$ cat config.mk
export PLATFORM = sky130hd
export DESIGN_NAME = apb_responder
export DESIGN_NICKNAME = d
export VERILOG_FILES = /design/src/rtl/apb_resp_pkg.sv /design/src/rtl/apb_resp_fifo.sv /design/src/rtl/apb_responder.sv
export SDC_FILE = /design/constraint.sdc
export NUM_CORES = 1
export LEC_CHECK = 0
export ABC_AREA = 0
export CAP_MARGIN = 20
export CORE_UTILIZATION = 59
export DETAILED_ROUTE_END_ITERATION = 7
export GPL_ROUTABILITY_DRIVEN = 0
export GPL_TIMING_DRIVEN = 0
export MAX_ROUTING_LAYER = met4
export PLACE_DENSITY = 0.9
export SYNTH_ARGS = -nofsm -noshare
export SYNTH_HDL_FRONTEND = slang
export SYNTH_SLANG_ARGS = --single-unit
export TNS_END_PERCENT = 20
$ cat constraint.sdc
create_clock -name PCLK -period 7.5 [get_ports PCLK]
set_clock_uncertainty 0.05 [all_clocks]
set_input_delay 1.5 -clock PCLK [delete_from_list [all_inputs] [get_ports PCLK]]
set_output_delay 1.5 -clock PCLK [all_outputs]
set_load 0.05 [all_outputs]
$ cat src/rtl/apb_resp_pkg.sv
// Shared types and defaults for the APB responder and its write FIFO.
package apb_resp_pkg;

  typedef enum logic [1:0] {IDLE, SETUP, WAIT, ACCESS} apb_state_t;

  localparam int DEF_M           = 8;
  localparam int DEF_DEPTH       = 4;
  localparam int DEF_WAIT_CYCLES = 1;

  // Occupancy needs to represent 0..depth inclusive.
  function automatic int count_width(input int depth);
    return $clog2(depth + 1);
  endfunction

endpackage

$ cat src/rtl/apb_resp_fifo.sv
// Synchronous FIFO with a registered head word (0 when empty) and registered occupancy.
module apb_resp_fifo
  import apb_resp_pkg::*;
#(
  parameter int m     = DEF_M,
  parameter int DEPTH = DEF_DEPTH
) (
  input  logic                          clk,
  input  logic                          rst_n,
  input  logic                          push,
  input  logic [m-1:0]                  wdata,
  input  logic                          pop,
  output logic [m-1:0]                  head,
  output logic [count_width(DEPTH)-1:0] count,
  output logic                          full,
  output logic                          valid
);

  localparam int CW = count_width(DEPTH);
  localparam int PW = $clog2(DEPTH);
  localparam logic [CW-1:0] DEPTH_C = CW'(DEPTH);

  logic [m-1:0]  mem [DEPTH];
  logic [PW-1:0] wr_ptr, rd_ptr, rd_next;
  logic [CW-1:0] remain, count_next;
  logic [m-1:0]  head_next;
  logic          push_ok, pop_ok;

  assign full  = (count == DEPTH_C);
  assign valid = (count != '0);

  always_comb begin
    push_ok    = push && !full;
    pop_ok     = pop && valid;
    remain     = count - CW'(pop_ok);
    count_next = remain + CW'(push_ok);
    rd_next    = rd_ptr + PW'(pop_ok);
    head_next  = '0;
    // A push into an otherwise empty FIFO becomes the head directly.
    if (push_ok && remain == '0) begin
      head_next = wdata;
    end else if (remain != '0) begin
      head_next = mem[rd_next];
    end
  end

  always_ff @(posedge clk) begin
    if (push_ok) begin
      mem[wr_ptr] <= wdata;
    end
  end

  always_ff @(posedge clk or negedge rst_n) begin
    if (!rst_n) begin
      wr_ptr <= '0;
      rd_ptr <= '0;
      count  <= '0;
      head   <= '0;
    end else begin
      wr_ptr <= wr_ptr + PW'(push_ok);
      rd_ptr <= rd_next;
      count  <= count_next;
      head   <= head_next;
    end
  end

endmodule

$ cat src/rtl/apb_responder.sv
// APB completer: wait-state FSM, write data into a FIFO, reads return "data pending".
// Optional macro APB_RESP_PSLVERR_EN adds PSLVERR and turns full-FIFO stalls into errors.
module apb_responder
  import apb_resp_pkg::*;
#(
  parameter int m           = DEF_M,
  parameter int DEPTH       = DEF_DEPTH,
  parameter int WAIT_CYCLES = DEF_WAIT_CYCLES
) (
  input  logic                          PCLK,
  input  logic                          PRESET,
  input  logic                          PSEL,
  input  logic                          PENABLE,
  input  logic                          PWRITE,
  input  logic [m-1:0]                  PWDATA,
  output logic                          PREADY,
  output logic                          PRDATA,
`ifdef APB_RESP_PSLVERR_EN
  output logic                          PSLVERR,
`endif
  output logic [m-1:0]                  o_data,
  output logic                          o_data_valid,
  input  logic                          i_data_take,
  output logic [count_width(DEPTH)-1:0] o_count,
  output logic                          o_full
);

`ifdef APB_RESP_PSLVERR_EN
  localparam bit ERR_MODE = 1'b1;
`else
  localparam bit ERR_MODE = 1'b0;
`endif

  apb_state_t   state, state_next;
  logic [2:0]   wait_cnt;
  logic         wr_lat;
  logic [m-1:0] data_lat;
  logic         load, dec, finish, push, slot_free;

  always_comb begin
    state_next = state;
    load       = 1'b0;
    dec        = 1'b0;
    finish     = 1'b0;
    slot_free  = !o_full;
    case (state)
      IDLE: begin
        if (PSEL && !PENABLE) begin
          state_next = SETUP;
          load       = 1'b1;
        end
      end
      SETUP: state_next = WAIT;
      WAIT: begin
        if (!PSEL || !PENABLE) begin
          state_next = IDLE;
        end else if (wait_cnt != 3'd0) begin
          dec = 1'b1;
        end else if (!wr_lat || slot_free || ERR_MODE) begin
          state_next = ACCESS;
          finish     = 1'b1;
        end
      end
      ACCESS: begin
        if (PSEL && !PENABLE) begin
          state_next = SETUP;
          load       = 1'b1;
        end else begin
          state_next = IDLE;
        end
      end
      default: state_next = IDLE;
    endcase
    // A full write only reaches ACCESS in error mode, where its data is dropped.
    push = finish && wr_lat && slot_free;
  end

  always_ff @(posedge PCLK or negedge PRESET) begin
    if (!PRESET) begin
      state    <= IDLE;
      wait_cnt <= 3'd0;
      wr_lat   <= 1'b0;
      data_lat <= '0;
      PREADY   <= 1'b0;
      PRDATA   <= 1'b0;
    end else begin
      state  <= state_next;
      PREADY <= finish;
      if (load) begin
        wait_cnt <= 3'(WAIT_CYCLES);
        wr_lat   <= PWRITE;
        data_lat <= PWDATA;
      end else if (dec) begin
        wait_cnt <= wait_cnt - 3'd1;
      end
      if (finish && !wr_lat) begin
        PRDATA <= o_data_valid;
      end
    end
  end

`ifdef APB_RESP_PSLVERR_EN
  always_ff @(posedge PCLK or negedge PRESET) begin
    if (!PRESET) begin
      PSLVERR <= 1'b0;
    end else begin
      PSLVERR <= finish && (wr_lat ? !slot_free : !o_data_valid);
    end
  end
`endif

  apb_resp_fifo #(
    .m     (m),
    .DEPTH (DEPTH)
  ) u_fifo (
    .clk   (PCLK),
    .rst_n (PRESET),
    .push  (push),
    .wdata (data_lat),
    .pop   (i_data_take),
    .head  (o_data),
    .count (o_count),
    .full  (o_full),
    .valid (o_data_valid)
  );

endmodule

---- After elaboration in Yosys (flattened, before gate mapping) ----
Memory sizes are Yosys's and may differ from the RTL's.
Index checks and enable logic that the tools add are counted.
word-level totals
  bits in read-only memories .............. 0
  input port bits ......................... 14
  RAM bits ................................ 32
  memories kept ........................... 1
  bits in latches ......................... 0
  output and inout port bits .............. 15
  flip-flop bits (word level) ............. 31
memories
  name        depth  width  read ports  clocked after memory_dff  wr ports  line                 source
  u_fifo.mem  4      8      1           0                         1         apb_resp_fifo.sv:23  logic [m-1:0] mem [DEPTH];
cells by class
  muxes and demuxes ....................... 21
  bitwise operators ....................... 0
  shift-type cells ........................ 0
  reductions and logical operators ........ 21
  equal/unequal tests ..................... 7
  $mul .................................... 0
  $lt $le $gt $ge ......................... 0
  div/mod/pow operators ................... 0
  add/subtract/negate cells ............... 5
operators by type and width
  kind                                                                   number
  8-bit 2-to-1 mux                                                       2
  1-bit 2-to-1 mux                                                       12
  3-bit nonzero test                                                     3
  2-bit 2-to-1 mux                                                       4
  2-bit case mux with 4 select lines                                     1
  1-bit logical AND                                                      7
  3-bit 2-to-1 mux                                                       2
  3-bit != test, second input constant                                   2
  2-bit by 1-bit adder with 2-bit output                                 2
  2-bit equality test, second input constant                             2
  1-bit logical NOT                                                      4
  3-bit by 1-bit adder with 3-bit output                                 1
  3-bit equality test, second input constant                             1
  3-bit logical NOT                                                      1
  3-bit AND reduction                                                    1
  3-bit by 1-bit subtractor with 3-bit output                            1
  3-bit by 1-bit subtractor with 3-bit output, second input constant     1
  2-bit by 1-bit equality test with 1-bit output, second input constant  1
  2-bit logical NOT                                                      1
  1-bit logical OR                                                       2
  2-bit != test, second input constant                                   1
  2-bit nonzero test                                                     1
  2-bit OR reduction                                                     1

---- Longest topological paths before layout ----
Gate-level depths: netlist (run 1).
  depth after elaboration ................. 12
  depth in mapped cells ................... 8
  depth with buffers taken out ............ 8

---- Cells and area by module ----
From an unflattened synthesis (run 1), not the netlist that was laid out.
unflattened totals
  cell total of the unflattened synthesis .. 158
  area, all modules ....................... 2667.6 um2
modules (own cells, without submodules)
  module         cells each  sequential area each (um2)  area an instance (um2)  instances
  apb_resp_fifo  91          1336.3                      1859.3                  1
  apb_responder  67          400.4                       808.3                   1

---- Worst setup path before layout (run 1) ----
OpenSTA, ideal clock, no wires.
  path type ............................... flip-flop to output port
  start point ............................. register u_fifo.count[2]
  end point ............................... output port o_full
  arrival time ............................ 1.976 ns
  stages on the path, launching flop included .. 2
  buffers on the path ..................... 0
  path slack .............................. 3.974 ns
  required time ........................... 5.950 ns
  path through ............................ dfrtp_1 nor3b_1
between the ends
  cells in the longest elaborated chain, start to end .. 1
RTL lines
  element                 line                 source
  start, declared         apb_resp_fifo.sv:14  output logic [count_width(DEPTH)-1:0] count,
  start signal, assigned  apb_resp_fifo.sv:62  count <= count_next;
  3-bit equality test     apb_resp_fifo.sv:29  assign full = (count == DEPTH_C);
  end, declared           apb_responder.sv:25  output logic o_full
Every way passes these cells.

---- Final worst setup path (run 1) ----
  start point ............................. input port PSEL
  end point ............................... memory u_fifo.mem[0][6] in the netlist's numbering (enable)
between the ends
  cells in the longest elaborated chain, start to end .. 9
RTL lines
  element                                 line                 source
  start, declared                         apb_responder.sv:12  input logic PSEL,
  1-bit logical NOT                       apb_responder.sv:55  if (!PSEL || !PENABLE) begin
  1-bit logical OR                        apb_responder.sv:55
  1-bit 2-to-1 mux                        apb_responder.sv:55
  1-bit 2-to-1 mux                        apb_responder.sv:46  case (state)
  1-bit logical AND (2 in series)         apb_responder.sv:75  push = finish && wr_lat && slot_free;
  1-bit logical AND                       apb_resp_fifo.sv:33  push_ok = push && !full;
  1-bit 2-to-1 mux                        apb_resp_fifo.sv:48  if (push_ok) begin
  1-bit 2-to-1 mux (not written as such)  apb_resp_fifo.sv:49  mem[wr_ptr] <= wdata;
  end, declared                           apb_resp_fifo.sv:23
Every way passes these cells.

==> results.md, run 1 <==
- The flow ran to the end, and the final reports show no timing, DRC or antenna violations.
- The worst supply voltage drop on vdd is 0.000245 V.
- A synthesized cell averages 15.4 um2.
- The synthesized net count is 195.
- The minimum setup slack among reg-to-reg paths is approximately 4.8 ns.
- Setup repair after global routing left no endpoint under its margin.
- The number of DRC violations after detailed-routing iteration 0 is 104.
- The number of buffer cells added on primary ports is 28.
- The die is 68.6 um wide.
- The largest fanout of any net on the critical path is 8.
- The final critical-path required period is 3.70 ns.
- The H-tree level count is 3.
- The worst register-to-register path begins at state[0].
- Dividing the detail-routed wire length by the instance count gives 18.6 um.
- The number of routed nets with antenna violations is 0.
- The filler cells instantiated in the layout total around 240.
- The synthesized design contains 63 register bits.
- The number of hold buffers added after CTS was 0.
- The path with the worst hold slack has its endpoint at wait_cnt[0].
- 29 I/O pins were placed.
- The initial antenna violation count came to 0.
- The worst register-to-register path has a depth of 5.
- The highest attainable clock frequency is 0.270 GHz.
- The global routing usage summed across all routing layers is about 26%.
- The kind of start point of the critical path is an input pin.
- The clock transition at the register clock pins on the worst setup and hold paths after CTS is 0.06 ns.
- The sort of element at the end of the critical path is a flop.
- The number of warning messages in the yosys log is 0.
- The final-report max-slew violation count is 0.
- The sum of internal, switching and leakage power is 1.44 mW.
- The most common cell after layout, fill and taps aside is edfxtp_1.
- In this run the deepest clock path goes through 2 buffers.
- The worst path uses 49.3% of the clock period.
- In the layout the commonest cells are 32 x edfxtp_1, 31 x dfrtp_1, 28 x clkdlybuf4s50_1.
- The number of global-route vias before repair is about 1600.
- For the worst-skew pair, the clock arrives at the later sink with an insertion delay of 0.33 ns.
- Headroom to the max-slew limit came out at 31.7%.
- The die is slightly below 70 um tall.
- The number of endpoints with negative hold slack in the final report came to 0.
- The required time at the endpoint of the critical path is 7.40 ns.
- The number of setup buffers added after CTS is 0.
- The floorplan row count is 23.
- The die covers 4710 um2.
- The CTS tree is built.
- The worst hold path stage count is 1.
- Summed over all failing endpoints, the final setup total negative slack is 0 ns.
- The sequential-to-total area share from yosys stat is 66.3%.
- The worst-margin pin slew is 1.02 ns.
- The area taken by flip-flops and latches is roughly 1700 um2.
- After detailed routing, the number of remaining DRC violations is 0.
- The critical path startpoint is PSEL.
- The wire-length estimate of the detail-placed layout is around 3500 um.
- The summed instance area of the synthesized netlist is around 2600 um2.
- The number of antenna diodes in the final layout is 0.
- The netlist uses 32 different library cells.
- After global routing the overflow that remains totals 0.
- The number of detailed-routing iterations run before antenna repair is 4.
- The worst register-to-register path ends at u_fifo.mem[0][6].
- The cell total after placement is 250.
- The area used by multi-input combinational logic is 817 um2.
- The path class of the tightest hold or removal check is flop to flop.
- The final cell count without fillers is around 270.
- The tree built by TritonCTS fans out to 63 sinks.
- The source of the worst hold timing path is wait_cnt[0].
- Entering global routing, the biggest net connects 20 pins.
- The routed design has 4940 um of wire.
- The number of buffers added by the clock tree synthesis step is 9.
- Setup violations remaining at the end of the flow were counted as 0.
- The core outline area is between 4000 and 5000 um2.
- The number of gates resized after CTS was 0.
- The overall via count from detail_route is 1530.
- The cell count after synthesis is 170.
- The first global-routing pass estimated ~8000 um of wire.
- Of the cells placed in the final design, the portion with a size suffix greater than 1 is 14.4%.
- The CTS root buffer is clkbuf_8.
- Summed over all cells, the static leakage comes to roughly 1.4 nW.
- The initial core utilization is ~63%.
- The synthesis-to-finish area growth is 21.5%.
- In the final design database the tool counted 236 nets.
- The number of vias per cell after detailed routing is 5.75.
- The tool flagged a number of max-cap violations equal to 0.
- For the worst setup path, the data arrival time is 3.59 ns.
- The type of the worst setup path is input pin to flop.
- The power per cell area is around 450 nW/um2.
logic make-up after synthesis:
group,share of synthesized area [%]
mux,10.8
fa+ha+maj,5.25
simple gates,6.21
flops,66.3
buf+inv,2.53
compound gates,6.88
xor+xnor,2.05
final cells by class:
type / count / area share, %
timing repair buffer: 30 / 9.90
multi-input combinational: 94 / 25.7
buffer: 2 / 0.786
inverter: 11 / 1.30
clock buffer: 15 / 4.91
tap: 50 / 1.96
clock inverter: 1 / 0.943
sequential: 63 / 54.5
sequential cells by signal, summed over array words and instances (netlist names):
name and flops:
u_fifo.head 8, u_fifo.count 3, PRDATA 1, wr_lat 1, PREADY 1, wait_cnt 3, u_fifo.mem 32, state 2
u_fifo.wr_ptr 2, u_fifo.rd_ptr 2, data_lat 8
worst max path at each step:
stage	cells past startpoint	slack (ns)	end
global route	4	3.68	u_fifo.mem[0][6]
floorplan	1	3.97	o_full
detailed placement	4	3.45	u_fifo.mem[0][6]
finish	4	3.80	u_fifo.mem[0][6]
global placement	4	3.25	u_fifo.mem[1][1]
CTS	4	3.79	u_fifo.mem[0][6]
metrics by stage:
| stage | instance area [um2] | utilization [%] | setup slack [ns] | hold WS, ns |
|---|---|---|---|---|
| 5_1_grt | 3180 | 76.8 | 3.68 | 0.470 |
| 6_report | 3180 | 76.8 | 3.80 | 0.426 |
| 3_5_place_dp | 3000 | 72.3 | 3.45 | 0.423 |
| 2_1_floorplan | 2620 | - | 3.97 | 0.396 |
| 4_1_cts | 3180 | 76.8 | 3.79 | 0.430 |
| 3_3_place_gp | 2960 | 71.5 | 3.25 | 0.414 |
routing by layer:
metal	track usage, %	wire length (um)	vias up	share of wire, %
met2	41.1	2600	51	53
met5	-	0	-	0
li1	-	-	710	-
met1	29.4	2010	752	41
met4	14.3	139	0	2.8
met3	6.91	196	17	4.0
power by group:
part	switching (mW)	internal, mW	leakage, nW
Clock	0.117	0.163	0.0919
Combinational	0.353	0.258	0.623
Sequential	0.0754	0.470	0.668
Total	0.545	0.892	1.38
worst max-delay path: stages:
cell             delay [ns]
clkdlybuf4s50_1        0.53
nand3_2                0.14
or4b_4                 0.62
nor3_1                 0.80
synthesized netlist by cell type (all sizes together):
library cell | n | share of area [%]
edfxtp | 32 | 37
dfrtp | 31 | 30
mux2i | 17 | 6.5
ha | 11 | 5.3
inv | 11 | 1.6
mux2 | 10 | 4.3
a21o | 8 | 2.3
o22ai | 8 | 1.9
nand2 | 5 | 0.72
a21oi | 4 | 0.76
nor2 | 4 | 1.2
o21ai | 3 | 0.57
a31o | 2 | 0.67
and2 | 2 | 0.48
and3 | 2 | 0.48
buf | 2 | 0.95
nand3 | 2 | 0.57
nor3 | 2 | 0.38
nor3b | 2 | 0.57
or3 | 2 | 0.48
xnor2 | 2 | 0.67
xor2 | 2 | 1.4
a311oi | 1 | 0.33
nand2b | 1 | 0.24
nand3b | 1 | 0.29
o2111ai | 1 | 0.33
or2b | 1 | 0.29
or4b | 1 | 0.53
(Power assumes the default switching activity.)
==> run 2, diff against run 1 <==
--- a/config.mk
+++ b/config.mk
@@ -7,12 +7,12 @@
 export LEC_CHECK = 0
 export ABC_AREA = 0
 export CAP_MARGIN = 20
-export CORE_UTILIZATION = 59
+export CORE_UTILIZATION = 50
 export DETAILED_ROUTE_END_ITERATION = 7
 export GPL_ROUTABILITY_DRIVEN = 0
 export GPL_TIMING_DRIVEN = 0
 export MAX_ROUTING_LAYER = met4
-export PLACE_DENSITY = 0.9
+export PLACE_DENSITY = 0.82
 export SYNTH_ARGS = -nofsm -noshare
 export SYNTH_HDL_FRONTEND = slang
 export SYNTH_SLANG_ARGS = --single-unit
==> constraint.sdc (replaced) <==
create_clock -name PCLK -period 3.2 [get_ports PCLK]
set_clock_uncertainty 0.05 [all_clocks]
set_input_delay 0.64 -clock PCLK [delete_from_list [all_inputs] [get_ports PCLK]]
set_output_delay 0.64 -clock PCLK [all_outputs]
set_load 0.05 [all_outputs]
==> run 2 against run 1 <==
Critical path depth up 2. First-iteration DRC count down 11%. Critical endpoint is now u_fifo.mem[2][3]. Non-clock buffer count up 1. Count of clock-buffer cells in the layout down 4. Cell count up 6.8%. Sequential share of layout area down 1.9 points. Sequential power up 130%. Clock power rose to 3.3 times the previous value. Total power rose to 2.5 times the previous value. Wire length down 10%. Highest routed layer unchanged. Register-to-register slack worse by 4.2 ns. Critical path type unchanged. Largest power group unchanged.
==> results.md, run 2 (synthesized netlist as in run 1, its figures left out) <==
- The H-tree level count came to 3 (unchanged).
- The critical path goes through clkdlybuf4s50_1 -> nand3_2 -> or4b_4 -> inv_1 -> nand2_1 -> nor2_1.
- The placed wire-length estimate after detailed placement was 3000 um (-14%).
- The most common cell after layout, fill and taps aside is edfxtp_1.
- The largest fanout of any net on the critical path came to 8 (unchanged).
- The post-layout net count is 237 (+0.42%).
- The longest individual stage delay on the worst path is 0.62 ns (-0.18 ns).
- The y dimension of the die is 74.4 um (+8.4%).
- The number of routed nets with antenna violations is 0 (unchanged).
- The CTS root buffer is clkbuf_8.
- The initial core utilization was 53.7% (-9.5 points).
- The clock sink count came to 63 (unchanged).
- The final wirelength was 4450 um (-10%).
- The highest attainable clock frequency is 0.366 GHz.
- The fill cell total of the finished layout was 352 (+46%).
- The sort of element at the end of the critical path is a flop.
- The worst endpoint data arrival time is 2.65 ns (-0.94 ns).
- The number of flip-flops under the largest register name is 32 (unchanged).
- The number of buffers added by the clock tree synthesis step is 9 (unchanged).
- The minimum setup slack among reg-to-reg paths is 0.63 ns (-4.18 ns).
- The setup path with the least slack is of type input pin to flop.
- The sum of internal, switching and leakage power is 3.60 mW (+150%).
- The clock transition at the register clock pins on the worst setup and hold paths after CTS came to 0.07 ns (about the same).
- The fraction of final layout cells sized beyond drive strength 1 is 16.6% (+2.2 points).
- The tightest min-delay check is of the flop to flop type.
- The number of top-level pins came to 29 (unchanged).
- The register bank with the most flops is u_fifo.mem.
- The number of diodes added for antenna fixing is 0 (unchanged).
- The power per cell area came to 1090 nW/um2 (+140%).
- The number of global-route vias before repair is 1497 (-8.9%).
- The worst supply voltage drop on vdd came to 0.000686 V (+180%).
- The source of the worst hold timing path is PRDATA.
- The number of endpoints with negative hold slack in the final report came to 0 (unchanged).
- The standard cell with the maximum stage delay on the critical path is or4b_4.
- The final setup TNS is 0 ns (unchanged).
- The total setup violations reported at the end of the flow is 0 (unchanged).
- The final cell utilization of the core is 67.6% (-9.3 points).
- The required time at the endpoint of the critical path is 3.11 ns (-4.29 ns).
- The reported max-cap violation count is 0 (unchanged).
- The wire length of the first global-routing pass is 7190 um (-9.8%).
- The core outline area is 4880 um2 (+18%).
- The post-route DRC violation count came to 0 (unchanged).
- The total global routing overflow is 0 (unchanged).
- The kind of start point of the critical path is an input pin.
- The critical path starts at PSEL.
- The number of vias per cell after detailed routing came to 5.28 (-8.2%).
- The horizontal die dimension is 74.4 um (+8.4%).
- The relative slew slack is 48.6% (+17 points).
- The synthesis-to-finish area growth is 25.8%.
- The worst-margin pin slew was 0.769 ns (-0.248 ns).
- The worst register-to-register path ends at u_fifo.mem[2][3].
- Setup repair after global routing left no endpoint under its margin.
- The worst hold path stage count was 1 (unchanged).
- The initial antenna violation count was 0 (unchanged).
- In the final layout, the registers with the most flip-flops are u_fifo.mem (32), data_lat (8), u_fifo.head (8).
- The number of DRC violations after detailed-routing iteration 0 is 93 (-11%).
- The overall via count from detail_route came to 1500 (-2.0%).
- The area of the die came to 5530 um2 (+17%).
- The mean routed wirelength per cell is 15.7 um (-16%).
- The global routing usage summed across all routing layers is 19.0% (-6.7 points).
- The reported leakage power is 1.43 nW (+3.4%).
- The post-CTS setup-driven buffer insertion count is 0 (unchanged).
- The maximum root-to-sink buffer count is 2 (unchanged).
- Leaving out fill and tap cells, the most frequent cells in the layout are 32 x edfxtp_1, 31 x dfrtp_1, 28 x clkdlybuf4s50_1.
- The number of cell instances on the worst register-to-register path was 7 (+2).
- The floorplan row count is 25 (+8.7%).
- The flow ran to the end, and the final reports show no timing, DRC or antenna violations.
- The number of buffer cells added on primary ports came to 28 (unchanged).
- Subtracting the final worst setup slack from the clock period gives 2.74 ns.
- The maximum number of pins on one net before global-route repair is 18 (-10%).
- The post-cts gate resize count is 0 (unchanged).
- The critical register-to-register path startpoint is state[0].
- The CTS tree is built.
- The post-cts hold buffer count is 0 (unchanged).
- The share of the cycle needed by the critical path after routing is 85.5%.
- The number of detailed-routing iterations run before antenna repair is 6 (+2).
- The final-report max-slew violation count came to 0 (unchanged).
- The end point of the worst hold path is PRDATA.
- The clock latency at the later pin of the worst-skew pair is 0.33 ns (about the same).
==> run 2: changes by cell type in the layout (fill, tap and decap cells not counted) <==
cell / previous run / this run
bufinv_16: 1 / 4
clkinv_4: 0 / 1
clkbuf_4: 0 / 1
clkbuf_1: 5 / 1
==> run 2: critical path: cells and delay by family <==
kind	cells	cell delay, ns
buf+inv	2	0.68
simple gates	4	1.33
==> run 2: cell type report <==
cell class / instances / area [um2] / share of cell area [%]
Tap cell: 67 / 83.8 / 2.54
Sequential cell: 63 / 1740 / 52.7
Buffer: 2 / 25.0 / 0.759
Clock inverter: 5 / 129 / 3.91
Timing Repair Buffer: 31 / 323 / 9.79
Inverter: 11 / 41.3 / 1.25
Clock buffer: 11 / 141 / 4.29
Multi-Input combinational cell: 94 / 817 / 24.8
==> run 2: worst max path at each step <==
| stage | endpoint | slack, ns |
|---|---|---|
| 2_1_floorplan | u_fifo.count[2] | 0.11 |
| 3_3_place_gp | u_fifo.mem[1][3] | -0.20 |
| 3_5_place_dp | u_fifo.mem[0][3] | -0.03 |
| 4_1_cts | u_fifo.mem[0][1] | 0.32 |
| 5_1_grt | u_fifo.mem[2][3] | 0.33 |
| 6_report | u_fifo.mem[2][3] | 0.46 |
==> run 2: per-stage QoR <==
stage          setup WS, ns  hold slack, ns  instances  cell area, um2
4_1_cts               0.318           0.464        283            3290
5_1_grt               0.335           0.476        284            3300
3_5_place_dp        -0.0284           0.433        267            3020
3_3_place_gp         -0.200           0.415        265            2980
6_report              0.465           0.459        284            3300
2_1_floorplan         0.111           0.294        170            2620
==> run 2: routing by layer <==
layer	track usage, %	routed length, um
met4	8.18	53
met1	25.2	2020
met2	26.9	2220
met3	6.23	150
met5	-	0
==> run 2: power by group <==
part | leakage [nW] | switching (mW) | total, mW | internal [mW]
registers | 0.668 | 0.164 | 1.26 | 1.10
clock network | 0.134 | 0.296 | 0.915 | 0.619
logic | 0.628 | 0.814 | 1.42 | 0.606
total | 1.43 | 1.27 | 3.60 | 2.33
==> run 3, diff against run 2 <==
--- a/config.mk
+++ b/config.mk
@@ -12,7 +12,7 @@
 export GPL_ROUTABILITY_DRIVEN = 0
 export GPL_TIMING_DRIVEN = 0
 export MAX_ROUTING_LAYER = met4
-export PLACE_DENSITY = 0.82
+export PLACE_DENSITY = 0.75
 export SYNTH_ARGS = -nofsm -noshare
 export SYNTH_HDL_FRONTEND = slang
 export SYNTH_SLANG_ARGS = --single-unit
==> run 3 against run 2 <==
Total power fell by 3.8%. Global-route usage rose by 1.3 points. Design area fell by 2.1%. Wire length rose by 7.3%. Sequential power barely moved. Count of clock-buffer cells in the layout rose by 2. Critical endpoint is now u_fifo.mem[2][4]. Largest cell class unchanged. Highest routed layer unchanged.
==> results.md, run 3 (synthesized netlist as in run 1, its figures left out) <==
- The sum of internal, switching and leakage power was 3.46 mW (-3.8%).
- The post-layout net count came to 236 (-0.42%).
- The final-report max-slew violation count was 0 (unchanged).
- The maximum root-to-sink buffer count is 2 (unchanged).
- The final critical-path required period is 2.83 ns (+0.0918 ns).
- The post-cts hold buffer count is 0 (unchanged).
- The worst supply voltage drop on vdd is 0.000584 V (-15%).
- The CTS root buffer is clkbuf_8.
- The number of gates on the worst path with buffers counted is 6 (unchanged).
- The number of diodes added for antenna fixing is 0 (unchanged).
- The wire length of the first global-routing pass is 7730 um (+7.6%).
- The maximum number of pins on one net before global-route repair came to 32 (+14).
- The global-route track usage on met1 is 24.1% (-1.1 points).
- The reported max-cap violation count is 0 (unchanged).
- The relative slew slack is 49.5% (+0.89 points).
- The H-tree level count is 3 (unchanged).
- The met3 global-route usage is 5.28% (-0.95 points).
- The total internal power is 2.20 mW (-5.4%).
- The horizontal die dimension is 74.4 um (unchanged).
- The total global routing overflow was 0 (unchanged).
- The final wirelength is 4770 um (+7.3%).
- The reported leakage power is 1.40 nW (-1.8%).
- The fraction of power consumed by the clock network was 22.8% (-2.6 points).
- The worst path buffer plus inverter count is 2 (unchanged).
- The flow ran to the end, and the final reports show no timing, DRC or antenna violations.
- The critical path startpoint is PSEL.
- The y dimension of the die came to 74.4 um (unchanged).
- The post-route DRC violation count is 0 (unchanged).
- The area of the die is 5530 um2 (unchanged).
- The fraction of final layout cells sized beyond drive strength 1 is 16.7% (+0.077 points).
- The global routing usage summed across all routing layers is 20.4% (+1.3 points).
- The number of buffer cells added on primary ports is 28 (unchanged).
- The core outline area was 4880 um2 (unchanged).
- In this design, the largest share of critical-path delay is due to simple AND/OR/NAND/NOR gates.
- The worst endpoint data arrival time was 2.73 ns (+0.08 ns).
- The initial core utilization is 53.7% (unchanged).
- The minimum setup slack among reg-to-reg paths is 0.52 ns (-0.11 ns).
- The post-CTS setup-driven buffer insertion count is 0 (unchanged).
- The power per cell area is 1070 nW/um2 (-1.8%).
- The worst setup path is captured at a flop.
- The most common cell after layout, fill and taps aside is edfxtp_1.
- The number of global-route vias before repair is 1558 (+4.1%).
- The clock latency at the later pin of the worst-skew pair is 0.33 ns (about the same).
- The total setup violations reported at the end of the flow is 0 (unchanged).
- The overall via count from detail_route came to 1515 (+1.0%).
- The CTS tree is built.
- The most used routing layer is met2.
- The area after detailed placement is 2990 um2 (-0.83%).
- The placed wire-length estimate after detailed placement came to 3290 um (+9.5%).
- The net switching share of the total power is 36.5% (+1.1 points).
- Setup repair after global routing left no endpoint under its margin.
- The worst-margin pin slew is 0.755 ns (-0.0137 ns).
- The total net switching power came to 1.26 mW (-0.81%).
- The last element of the critical path is u_fifo.mem[2][4].
- The critical register-to-register path startpoint is state[0].
- The number of routed nets with antenna violations came to 0 (unchanged).
- The initial antenna violation count is 0 (unchanged).
- The endpoint of the worst-slack reg-to-reg timing path is u_fifo.mem[2][4].
- The final setup TNS is 0 ns (unchanged).
- The post-cts gate resize count is 0 (unchanged).
- The combinational fraction of design power was 40.7% (+1.3 points).
- The clock transition at the register clock pins on the worst setup and hold paths after CTS was 0.07 ns (about the same).
- The critical path in this run is classified as input pin to flop.
- The mean routed wirelength per cell is 16.9 um (+7.7%).
- The global-route met2 utilization is 33.5% (+6.6 points).
- In the layout the commonest cells are 32 x edfxtp_1, 31 x dfrtp_1, 27 x clkdlybuf4s50_1.
- The portion of total power attributed to sequential cells was 36.6% (+1.5 points).
- The largest fanout of any net on the critical path came to 8 (unchanged).
- The number of endpoints with negative hold slack in the final report is 0 (unchanged).
- The post-route standard cell area excluding fillers is 3230 um2 (-2.1%).
- The standard cell with the maximum stage delay on the critical path is or4b_4.
- Walking the worst path, the cells encountered are clkdlybuf4s50_1 -> nand3_2 -> or4b_4 -> inv_1 -> nand2_1 -> nor2_1.
- The number of cell instances on the worst register-to-register path is 7 (unchanged).
- The number of top-level pins is 29 (unchanged).
- The kind of start point of the critical path is an input pin.
- The fill cell total of the finished layout is 352 (unchanged).
- The clock sink count is 63 (unchanged).
- The register bank with the most flops is u_fifo.mem.
- The synthesis-to-finish area growth is 23.2%.
- The required time at the endpoint of the critical path was 3.11 ns (about the same).
- The floorplan row count is 25 (unchanged).
- The share of the cycle needed by the critical path after routing is 88.3% (+2.9 points).
- The type of the most critical hold path is input pin to async pin.
- The number of flip-flops under the largest register name is 32 (unchanged).
- In the final layout, the registers with the most flip-flops are u_fifo.mem (32), data_lat (8), u_fifo.head (8).
- The number of vias per cell after detailed routing is 5.35 (+1.4%).
- The highest attainable clock frequency is 0.354 GHz (-3.2%).
- The number of buffers added by the clock tree synthesis step is 9 (unchanged).
- The longest individual stage delay on the worst path was 0.61 ns (about the same).
- The number of detailed-routing iterations run before antenna repair is 4 (-2).
- The number of DRC violations after detailed-routing iteration 0 came to 78 (-16%).
run 3: changes by cell type in the layout (fill, tap and decap cells not counted), sizes merged:
cell | previous run | this run
clkdlybuf4s50 | 28 | 27
buf | 4 | 5
clkbuf | 12 | 13
bufinv | 4 | 2
run 3: power by group through the flow:
stage / combinational, mW / sequential, mW / clock (mW)
floorplan: 0.781 / 1.50 / 0
global placement: 1.36 / 1.26 / 0
detailed placement: 1.41 / 1.28 / 0
CTS: 1.41 / 1.27 / 0.792
global route: 1.51 / 1.29 / 0.829
finish: 1.41 / 1.27 / 0.788
run 3: layer usage:
layer  vias to the layer above  wire length, um
met1                       777             2070
met3                         8              129
met5                         -                0
met2                        24             2500
met4                         0               72
li1                        706                -
run 3: worst min path at each step:
stage,startpoint,end,slack [ns],cells past startpoint
floorplan,PRESET,PRDATA,0.29,0
global placement,wait_cnt[0],wait_cnt[0],0.41,1
detailed placement,wait_cnt[0],wait_cnt[0],0.43,1
CTS,PRESET,u_fifo.head[3],0.34,1
global route,PRESET,u_fifo.head[3],0.38,1
finish,PRESET,u_fifo.head[3],0.32,1
run 3: final cells by class:
type,count,area (um2),share of cell area [%]
well taps,67,83.8,2.60
plain buffers,2,25.0,0.775
clock inverters,3,65.1,2.02
clock buffers,13,169,5.23
repair buffers,30,290,8.99
multi-input cells,94,817,25.3
flip-flops and latches,63,1740,53.8
inverters,11,41.3,1.28
run 3: through the flow:
| stage | hold slack, ns | utilization [%] | std cells | worst slack [ns] |
|---|---|---|---|---|
| global route | 0.379 | 66.2 | 283 | 0.269 |
| detailed placement | 0.426 | 61.4 | 267 | 0.0174 |
| finish | 0.316 | 66.2 | 283 | 0.373 |
| floorplan | 0.294 | - | 170 | 0.111 |
| CTS | 0.342 | 66.2 | 283 | 0.363 |
| global placement | 0.414 | 61.2 | 265 | -0.224 |
